## src/rtl/ysyx_22050710_pkg.sv

```systemverilog
// Shared definitions for the ysyx_22050710 load/store path: funct3 codes,
// LSU state encoding and datapath widths.
package ysyx_22050710_pkg;

    localparam int DATA_WD  = 64;
    localparam int WMASK_WD = DATA_WD / 8;

    localparam logic [2:0] F3_LB  = 3'b000;
    localparam logic [2:0] F3_LH  = 3'b001;
    localparam logic [2:0] F3_LW  = 3'b010;
    localparam logic [2:0] F3_LD  = 3'b011;
    localparam logic [2:0] F3_LBU = 3'b100;
    localparam logic [2:0] F3_LHU = 3'b101;
    localparam logic [2:0] F3_LWU = 3'b110;
    localparam logic [2:0] F3_SB  = 3'b000;
    localparam logic [2:0] F3_SH  = 3'b001;
    localparam logic [2:0] F3_SW  = 3'b010;
    localparam logic [2:0] F3_SD  = 3'b011;
    localparam logic [2:0] F3_ILL = 3'b111;

    typedef enum logic [1:0] {
        LSU_IDLE = 2'd0,
        LSU_LOAD = 2'd1,
        LSU_RESP = 2'd2
    } lsu_state_e;

endpackage

```

## src/rtl/ysyx_22050710_lsu_align.sv

```systemverilog
// Combinational byte-lane logic: request fault/mask/store-data placement, and
// load field extraction with sign or zero extension.
module ysyx_22050710_lsu_align
    import ysyx_22050710_pkg::*;
(
    input  logic                req_store,
    input  logic [2:0]          req_funct3,
    input  logic [2:0]          req_off,
    input  logic [DATA_WD-1:0]  req_wdata,
    output logic                req_fault,
    output logic [WMASK_WD-1:0] req_wmask,
    output logic [DATA_WD-1:0]  req_wdata_sh,
    input  logic [2:0]          ld_funct3,
    input  logic [2:0]          ld_off,
    input  logic [DATA_WD-1:0]  ld_rdata,
    output logic [DATA_WD-1:0]  ld_data
);

    logic                misaligned;
    logic [WMASK_WD-1:0] base_mask;
    logic [DATA_WD-1:0]  ld_sh;
    logic                ld_sext;

    always_comb begin
        misaligned = 1'b0;
        base_mask  = '0;
        case (req_funct3[1:0])
            2'd0: base_mask = 8'h01;
            2'd1: begin
                misaligned = req_off[0];
                base_mask  = 8'h03;
            end
            2'd2: begin
                misaligned = |req_off[1:0];
                base_mask  = 8'h0F;
            end
            default: begin
                misaligned = |req_off;
                base_mask  = 8'hFF;
            end
        endcase
        // Stores have no unsigned variants, so funct3[2] on a store is illegal.
        req_fault    = misaligned | (req_funct3 == F3_ILL) | (req_store & req_funct3[2]);
        req_wmask    = base_mask << req_off;
        req_wdata_sh = req_wdata << {req_off, 3'b000};
    end

    always_comb begin
        ld_sh   = ld_rdata >> {ld_off, 3'b000};
        ld_sext = ~ld_funct3[2];
        case (ld_funct3[1:0])
            2'd0:    ld_data = {{56{ld_sext & ld_sh[7]}},  ld_sh[7:0]};
            2'd1:    ld_data = {{48{ld_sext & ld_sh[15]}}, ld_sh[15:0]};
            2'd2:    ld_data = {{32{ld_sext & ld_sh[31]}}, ld_sh[31:0]};
            default: ld_data = ld_sh;
        endcase
    end

endmodule

```

## src/rtl/ysyx_22050710_lsu.sv

```systemverilog
// Load/store unit in front of ysyx_22050710_data_sram: one request in flight,
// valid/ready on both sides, misaligned/illegal requests trapped before the SRAM.
module ysyx_22050710_lsu #(
    parameter int ADDR_WD  = 32,
    parameter int DATA_WD  = 64,
    parameter int WMASK_WD = 8
) (
    input  logic                i_clk,
    input  logic                i_rst,
    input  logic                i_valid,
    output logic                o_ready,
    input  logic                i_store,
    input  logic [2:0]          i_funct3,
    input  logic [ADDR_WD-1:0]  i_addr,
    input  logic [DATA_WD-1:0]  i_wdata,
    output logic                o_valid,
    input  logic                i_ready,
    output logic [DATA_WD-1:0]  o_rdata,
    output logic                o_fault,
    output logic [ADDR_WD-1:0]  o_sram_addr,
    output logic                o_sram_ren,
    output logic                o_sram_wen,
    output logic [WMASK_WD-1:0] o_sram_wmask,
    output logic [DATA_WD-1:0]  o_sram_wdata,
    input  logic [DATA_WD-1:0]  i_sram_rdata
);
    import ysyx_22050710_pkg::*;

    // Handshakes (both sides): a transfer happens on a rising edge where valid
    // and ready are both high; o_ready is a function of state only.

    lsu_state_e          state_q, state_d;
    logic [2:0]          f3_q;
    logic [2:0]          off_q;
    logic [DATA_WD-1:0]  rdata_q;
    logic                fault_q;

    logic                accept;
    logic                req_fault;
    logic [WMASK_WD-1:0] req_wmask;
    logic [DATA_WD-1:0]  req_wdata_sh;
    logic [DATA_WD-1:0]  ld_data;

    ysyx_22050710_lsu_align u_align (
        .req_store    (i_store),
        .req_funct3   (i_funct3),
        .req_off      (i_addr[2:0]),
        .req_wdata    (i_wdata),
        .req_fault    (req_fault),
        .req_wmask    (req_wmask),
        .req_wdata_sh (req_wdata_sh),
        .ld_funct3    (f3_q),
        .ld_off       (off_q),
        .ld_rdata     (i_sram_rdata),
        .ld_data      (ld_data)
    );

    always_comb begin
        state_d      = state_q;
        o_ready      = (state_q == LSU_IDLE);
        o_valid      = (state_q == LSU_RESP);
        accept       = o_ready & i_valid;
        // The SRAM samples at the edge closing the accept cycle, so drive it now.
        o_sram_ren   = accept & ~req_fault & ~i_store & ~i_rst;
        o_sram_wen   = accept & ~req_fault &  i_store & ~i_rst;
        o_sram_wmask = o_sram_wen ? req_wmask : '0;
        o_sram_addr  = {i_addr[ADDR_WD-1:3], 3'b000};
        o_sram_wdata = req_wdata_sh;
        case (state_q)
            LSU_IDLE: if (i_valid) state_d = (req_fault | i_store) ? LSU_RESP : LSU_LOAD;
            LSU_LOAD: state_d = LSU_RESP;
            LSU_RESP: if (i_ready) state_d = LSU_IDLE;
            default:  state_d = LSU_IDLE;
        endcase
    end

    always_ff @(posedge i_clk or posedge i_rst) begin
        if (i_rst) begin
            state_q <= LSU_IDLE;
            f3_q    <= 3'b000;
            off_q   <= 3'b000;
            rdata_q <= '0;
            fault_q <= 1'b0;
        end else begin
            state_q <= state_d;
            if (accept) begin
                f3_q    <= i_funct3;
                off_q   <= i_addr[2:0];
                fault_q <= req_fault;
                rdata_q <= '0;
            end else if (state_q == LSU_LOAD) begin
                rdata_q <= ld_data;
            end
        end
    end

    assign o_rdata = rdata_q;
    assign o_fault = fault_q;

endmodule
```

## config.mk

```make
export PLATFORM = sky130hd
export DESIGN_NAME = ysyx_22050710_lsu
export DESIGN_NICKNAME = d
export VERILOG_FILES = /design/src/rtl/ysyx_22050710_pkg.sv /design/src/rtl/ysyx_22050710_lsu_align.sv /design/src/rtl/ysyx_22050710_lsu.sv
export SDC_FILE = /design/constraint.sdc
export NUM_CORES = 1
export LEC_CHECK = 0
export ABC_AREA = 1
export BUFFER_PORTS_ARGS = -buffer_cell sky130_fd_sc_hd__buf_2
export CELL_PAD_IN_SITES_DETAIL_PLACEMENT = 1
export CELL_PAD_IN_SITES_GLOBAL_PLACEMENT = 1
export CORE_UTILIZATION = 32
export DETAILED_ROUTE_END_ITERATION = 7
export GPL_TIMING_DRIVEN = 0
export PLACE_DENSITY = 0.78
export SYNTH_ARGS = -nofsm -noshare
export SYNTH_HDL_FRONTEND = slang
export SYNTH_HIERARCHICAL = 1
export SYNTH_SLANG_ARGS = --single-unit
```

## constraint.sdc

```tcl
create_clock -name i_clk -period 3.2 [get_ports i_clk]
set_input_delay 0.16 -clock i_clk [delete_from_list [all_inputs] [get_ports i_clk]]
set_output_delay 0.16 -clock i_clk [all_outputs]
set_load 0.1 [all_outputs]
```

==> run metrics, run 1 <==
status finished clean; Worst Skew 0.00473 ns; Place WS 0.652 ns; family with the most delay on the worst path buffers and inverters; Critical Path, Cell by Cell dlygate4sd3_1, buf_2, clkinvlp_4, nand2_1, nor3_2, buf_2; Clk Latency, worst-skew pair 0.34 ns; period utilization 84.8%; Avg Cell Area, Syn approximately 6.2 um2; CP peak stage delay ~0.53 ns; Final Wtd Congestion between 0.9 and 1; Slew Viols, Final 0; RR Endpoint o_rdata[30]; Startpoint Class input port; Peak supply drop 0.290 mV; post-route insts no fill 1871; final net count roughly 1.7k; Final WS setup 0.488 ns; area leader, netlist dfrtp_1; routed length per instance 18.7 um; CP arrival 2.55 ns; drc violations 0; Reg clk slew, reported paths around 0.060 ns; DP HPWL around 29 mm; setup TNS 0 ns; register area share after synthesis 24.0%; Initial DRC Count 646; Sink Count 73; cells after synthesis 1221; fmax 369 MHz; top_reg_cell synth dfrtp_1; Buffers & Inverters on Critical Path 4; Row Count 56; Hold Path Depth 2; H-Tree Depth 3; min Tclk post-route 2.71 ns; Power Density 664 mW/mm2; number of I/O port buffers 307; Worst Tran Pin Value 0.760 ns; die area 0.0244 mm2; Filler cells 3274; vias in the first global route 9458; # IOs 341; reg2reg path depth 8; Critical Path RT 3.04 ns; Max stage delay cell, worst path dlygate4sd3_1; Lkg Pwr 0.00561 uW; Starting Density approximately 32%; RSZ-0062 raised after global routing false; synthesized area 0.00760 mm2; r2r setup slk 0.95 ns; GRT overflow 0; Worst Hold End state_q[0]; vias per std cell 5.21; GRT Total Usage 28.6%; most common cell in the netlist nand2_1; final hold vios 0; Pwr Total 6600 uW; share of cells above drive strength 1 32.5%; CP most frequent cell buf_2; Root Buffer Master clkbuf_16; Die Y-Extent 156 um; cts bufs inserted 9; largest cells by area after synthesis dfrtp_1, nand2_1, nand3_2, o21ai_0, nand3_1; placed cell count 1850; final core utilization 42.5%; final setup violation count 0; Tightest Hold Check Type in2reg; initial antenna violation count 5; postcts setup bufs 0; CTS tree built; ys async rst share 100%; number of synthesized flops with an enable pin 0; post-synth top area share 24.0%; Max-Cap Viols 0; R2R Path Start off_q[1]; Netlist cell types 33; Rel. slew slack about half; Total Wirelength 35.0 mm; Syn-to-layout area delta 30.9%; routed vias 9749; largest net degree at the start of global routing 44; Seq cells post-synth 73; die extent in x 156 um; core area between 0.02 and 0.025 mm2; YS warnings 6; CP Max Fanout 32; Crit. End Element output pin; critical setup path kind in2out; Hold Crit Start i_store; DRT antenna net count 0; first-pass GRT wire length ~54 mm; Post-synth top cells nand2_1, o21ai_0, nand3_1; First-pass DRT Iterations 5; clock buffer depth 2
registers in the layout, indices dropped and copies added, names as in the netlist:
| register | count |
|---|---|
| f3_q | 3 |
| o_fault | 1 |
| o_rdata | 64 |
| off_q | 3 |
| state_q | 2 |
what timing repair did:
action	CTS	global route
gates resized for setup	0	0
setup endpoints to repair	0	0
hold buffers	1	0
endpoints found under the hold margin	17	0
routing by layer:
metal / part of all wire (%) / vias up / global-route usage (%)
met3: 6.7 / 56 / 4.36
met5: 0.063 / - / 0
li1: - / 4614 / -
met4: 2.3 / 4 / 8.22
met2: 45 / 385 / 44.5
met1: 46 / 4690 / 40.7
cell usage in the layout, fill, tap and decap left out, types with 2 or more instances in the layout:
master      count
dfrtp_1        73
or2_1           4
o21ai_1        21
inv_1          57
nand3_2        65
clkinvlp_4      2
buf_12          7
inv_2           7
nand3_1        91
clkbuf_16       9
buf_6           9
o22ai_1         8
buf_1          12
nand2_1       467
nor2_1         65
bufinv_16       2
buf_2         343
nand2_2         2
diode_2         4
mux2i_1        22
a21oi_1        24
nand4_1        32
o21a_1          2
o211ai_1       14
nor3_2          9
buf_4          42
o21ai_0       120
conb_1          3
clkbuf_1       25
cell type report:
cell class	instances	area (um2)	share of cell area, %
antenna	4	10.0	0.101
timing repair buffer	309	1570	15.7
inverter	66	251	2.53
buffer	128	848	8.53
clock buffer	12	246	2.48
sequential	73	1830	18.4
multi-input combinational	956	4720	47.5
clock inverter	4	76.3	0.767
tap	319	399	4.01
kinds of logic (layout without fill, tap and decap cells):
family                 Yosys count  after routing  synth area share, %
other                            1              7               0.0493
multiplexers                    22             22                 2.90
buffers and inverters          194            519                 14.4
flip-flops                      73             73                 24.0
AND/OR/NAND/NOR                740            740                 45.3
AO/OA/AOI/OAI                  191            191                 13.3
worst max path at each step:
stage / startpoint / to / cells past startpoint
2_1_floorplan: i_addr[0] / o_sram_wdata[48] / 7
3_3_place_gp: i_rst / o_sram_wmask[5] / 5
3_5_place_dp: i_addr[0] / o_sram_wmask[3] / 13
4_1_cts: i_rst / o_sram_wmask[3] / 6
5_1_grt: i_rst / o_sram_wen / 6
6_report: i_rst / o_sram_wmask[3] / 6
per-stage QoR:
stage | hold slack (ns) | instance area, um2
6_report | 0.0252 | 9950
5_1_grt | 0.0516 | 9950
4_1_cts | 0.0232 | 9940
3_5_place_dp | 0.355 | 9610
3_3_place_gp | 0.367 | 9590
2_1_floorplan | 0.226 | 7650
where the power goes:
part	leakage (uW)	internal [uW]	switching, uW
Clock	0.000153	706	394
Sequential	0.000998	1050	117
Combinational	0.00446	948	3390
(Power assumes the default switching activity.)
==> run 2: changes to the inputs <==
- ABC_AREA: 1 -> 0
- CORE_UTILIZATION: 32 -> 34
- clock period: 3.2 -> 2.5 ns (I/O delays scaled with it)
==> run metrics, run 2 <==
status finished clean; final hold vios 0; Max-Cap Viols 0; Reg clk slew, reported paths approximately 0.050 ns; postcts setup bufs 0; Sink Count 73; CTS tree built; synthesized area 0.00709 mm2; fmax 426 MHz; Power Density between 800 and 900 mW/mm2; YS warnings 6; Critical Path RT 2.38 ns; largest cells by area after synthesis dfrtp_1, mux2i_1, mux4_2, a22o_1, mux2_2; top_reg_cell synth dfrtp_1; Avg Cell Area, Syn 9.26 um2; final core utilization a little under half; Netlist cell types 49; First-pass DRT Iterations 6; GRT Total Usage 30.1%; die extent in x 146 um; multi-input logic area 0.00461 mm2; area leader, netlist dfrtp_1; Post-synth top cells mux2i_1, nor2_1, dfrtp_1; Tightest Hold Check Type in2async; share of cells above drive strength 1 47.5%; Lkg Pwr 0.00487 uW; critical setup path kind in2out; vias in the first global route 8071; Worst Tran Pin Value about 1.1 ns; Sequential cell area 0.00183 mm2; reg2reg path depth 7; # IOs about 340; Filler cells 2488; number of I/O port buffers 308; drc violations 0; period utilization a little over nine tenths; cts bufs inserted 9; Reg power frac 17.4%; DRT antenna net count 0; Rel. slew slack 26.3%; routed length per instance 23.9 um; ys async rst share 100%; largest net degree at the start of global routing 74; DP HPWL 25.2 mm; vias per std cell slightly below 6; clock buffer depth 2; CP Max Fanout 10; RSZ-0062 raised after global routing false; Peak supply drop 0.400 mV; Worst Skew 0.00621 ns; Seq cells post-synth 73; most frequent cells in the layout buf_2, nor2_1, mux2i_1; core area 0.0204 mm2; Int Power between 3000 and 4000 uW; Clock Power Share 16.5%; Slew Viols, Final 0; Final Wtd Congestion 0.937; Root Buffer Master clkbuf_16; cells after synthesis 766; register area share after synthesis between 20 and 30%; R2R Path Start off_q[1]; commonest non-fill, non-tap cell in the layout buf_2; post-route insts no fill 1363; Comb power frac 66.1%; initial antenna violation count 4; Total Wirelength approximately 33 mm; routed vias ~8.0k; crit path from i_addr[1]; die area 0.0214 mm2; number of synthesized flops with an enable pin 0; min Tclk post-route 2.35 ns; Clk Latency, worst-skew pair between 0.3 and 0.4 ns; Die Y-Extent approximately 150 um; GRT overflow 0; Startpoint Class input port; final net count 1253; WHS ~0.011 ns; H-Tree Depth 3; placed cell count 1346; r2r setup slk 0.17 ns; post-synth top area share 25.8%; max reg flops 64; Crit. End Element output pin; Row Count 52; switching share of power 53.2%; Syn-to-layout area delta 33.2%; first-pass GRT wire length roughly 49 mm; most common cell in the netlist mux2i_1; Initial DRC Count 734; CP arrival 2.22 ns; Starting Density 34.8%; final setup violation count 0; total net switching power between 4000 and 5000 uW
==> run 2: cell count changes after synthesis, sizes merged, moves of 56 or more <==
cell,previous run,this run
inv,65,9
a22o,0,64
o21ai,142,32
nand3,156,22
nand2,470,52
mux2i,22,87
==> run 2: cell families (layout without fill, tap and decap cells) <==
family,Yosys count,after routing,share of synthesized area (%)
compound gates,181,181,18.7
other cells,1,7,0.0529
simple gates,231,231,15.9
flops,73,73,25.8
mux,156,156,28.6
buf+inv,124,445,11.0
==> run 2: final cells by class <==
cell class                 count  share of cell area [%]
clock inverter                 5                   0.861
timing repair buffer         308                    16.7
antenna                        4                   0.106
tap                          270                    3.58
multi-input combinational    571                    48.8
clock buffer                  10                    2.42
buffer                       112                    7.79
sequential                    73                    19.3
inverter                      10                   0.424
==> run 2: power by group through the flow <==
stage	logic, uW	registers, uW	clock network, uW
finish	5520	1450	1380
global route	5720	1470	1460
CTS	5430	1450	1400
detailed placement	5390	1470	0
global placement	5320	1470	0
floorplan	3460	2110	0
==> run 2: per-layer routing <==
| layer | track usage, % | part of all wire, % | up-vias |
|---|---|---|---|
| met5 | 0 | 0.040 | - |
| met1 | 37.3 | 38 | 3910 |
| met3 | 5.88 | 8.8 | 86 |
| li1 | - | - | 3485 |
| met4 | 11.8 | 3.6 | 2 |
| met2 | 51.2 | 49 | 513 |
==> run 2: what timing repair did <==
action | CTS | global route
resized for setup | 10 | 8
hold endpoints to repair | 0 | 0
setup endpoints to repair | 9 | 14
hold buffers | 0 | 0
==> run 2: path summary, 6_finish.rpt <==
check,endpoint
min in group i_clk,state_q[0]
setup reg to reg,o_rdata[26]
hold / removal,o_fault
setup / recovery,o_sram_wdata[32]
hold reg to reg,o_rdata[33]
max in group asynchronous,o_rdata[43]
==> run 2: critical path: stages <==
cell,delay (ns)
buf_2,0.11
buf_2,0.17
buf_1,0.29
nor2_1,0.67
nand3_1,0.15
o21ai_1,0.21
buf_2,0.50
==> run 2: stage by stage <==
step	TNS (ns)	total power [uW]	area, um2	setup WS [ns]
final	0	8350	9450	0.155
after global routing	0	8650	9450	0.0243
after CTS	0	8280	9430	0.00543
after detailed placement	-1.33	6870	9090	-0.172
after global placement	-28.20	6790	9090	-0.379
after floorplan	-2.29	5570	7210	-0.236
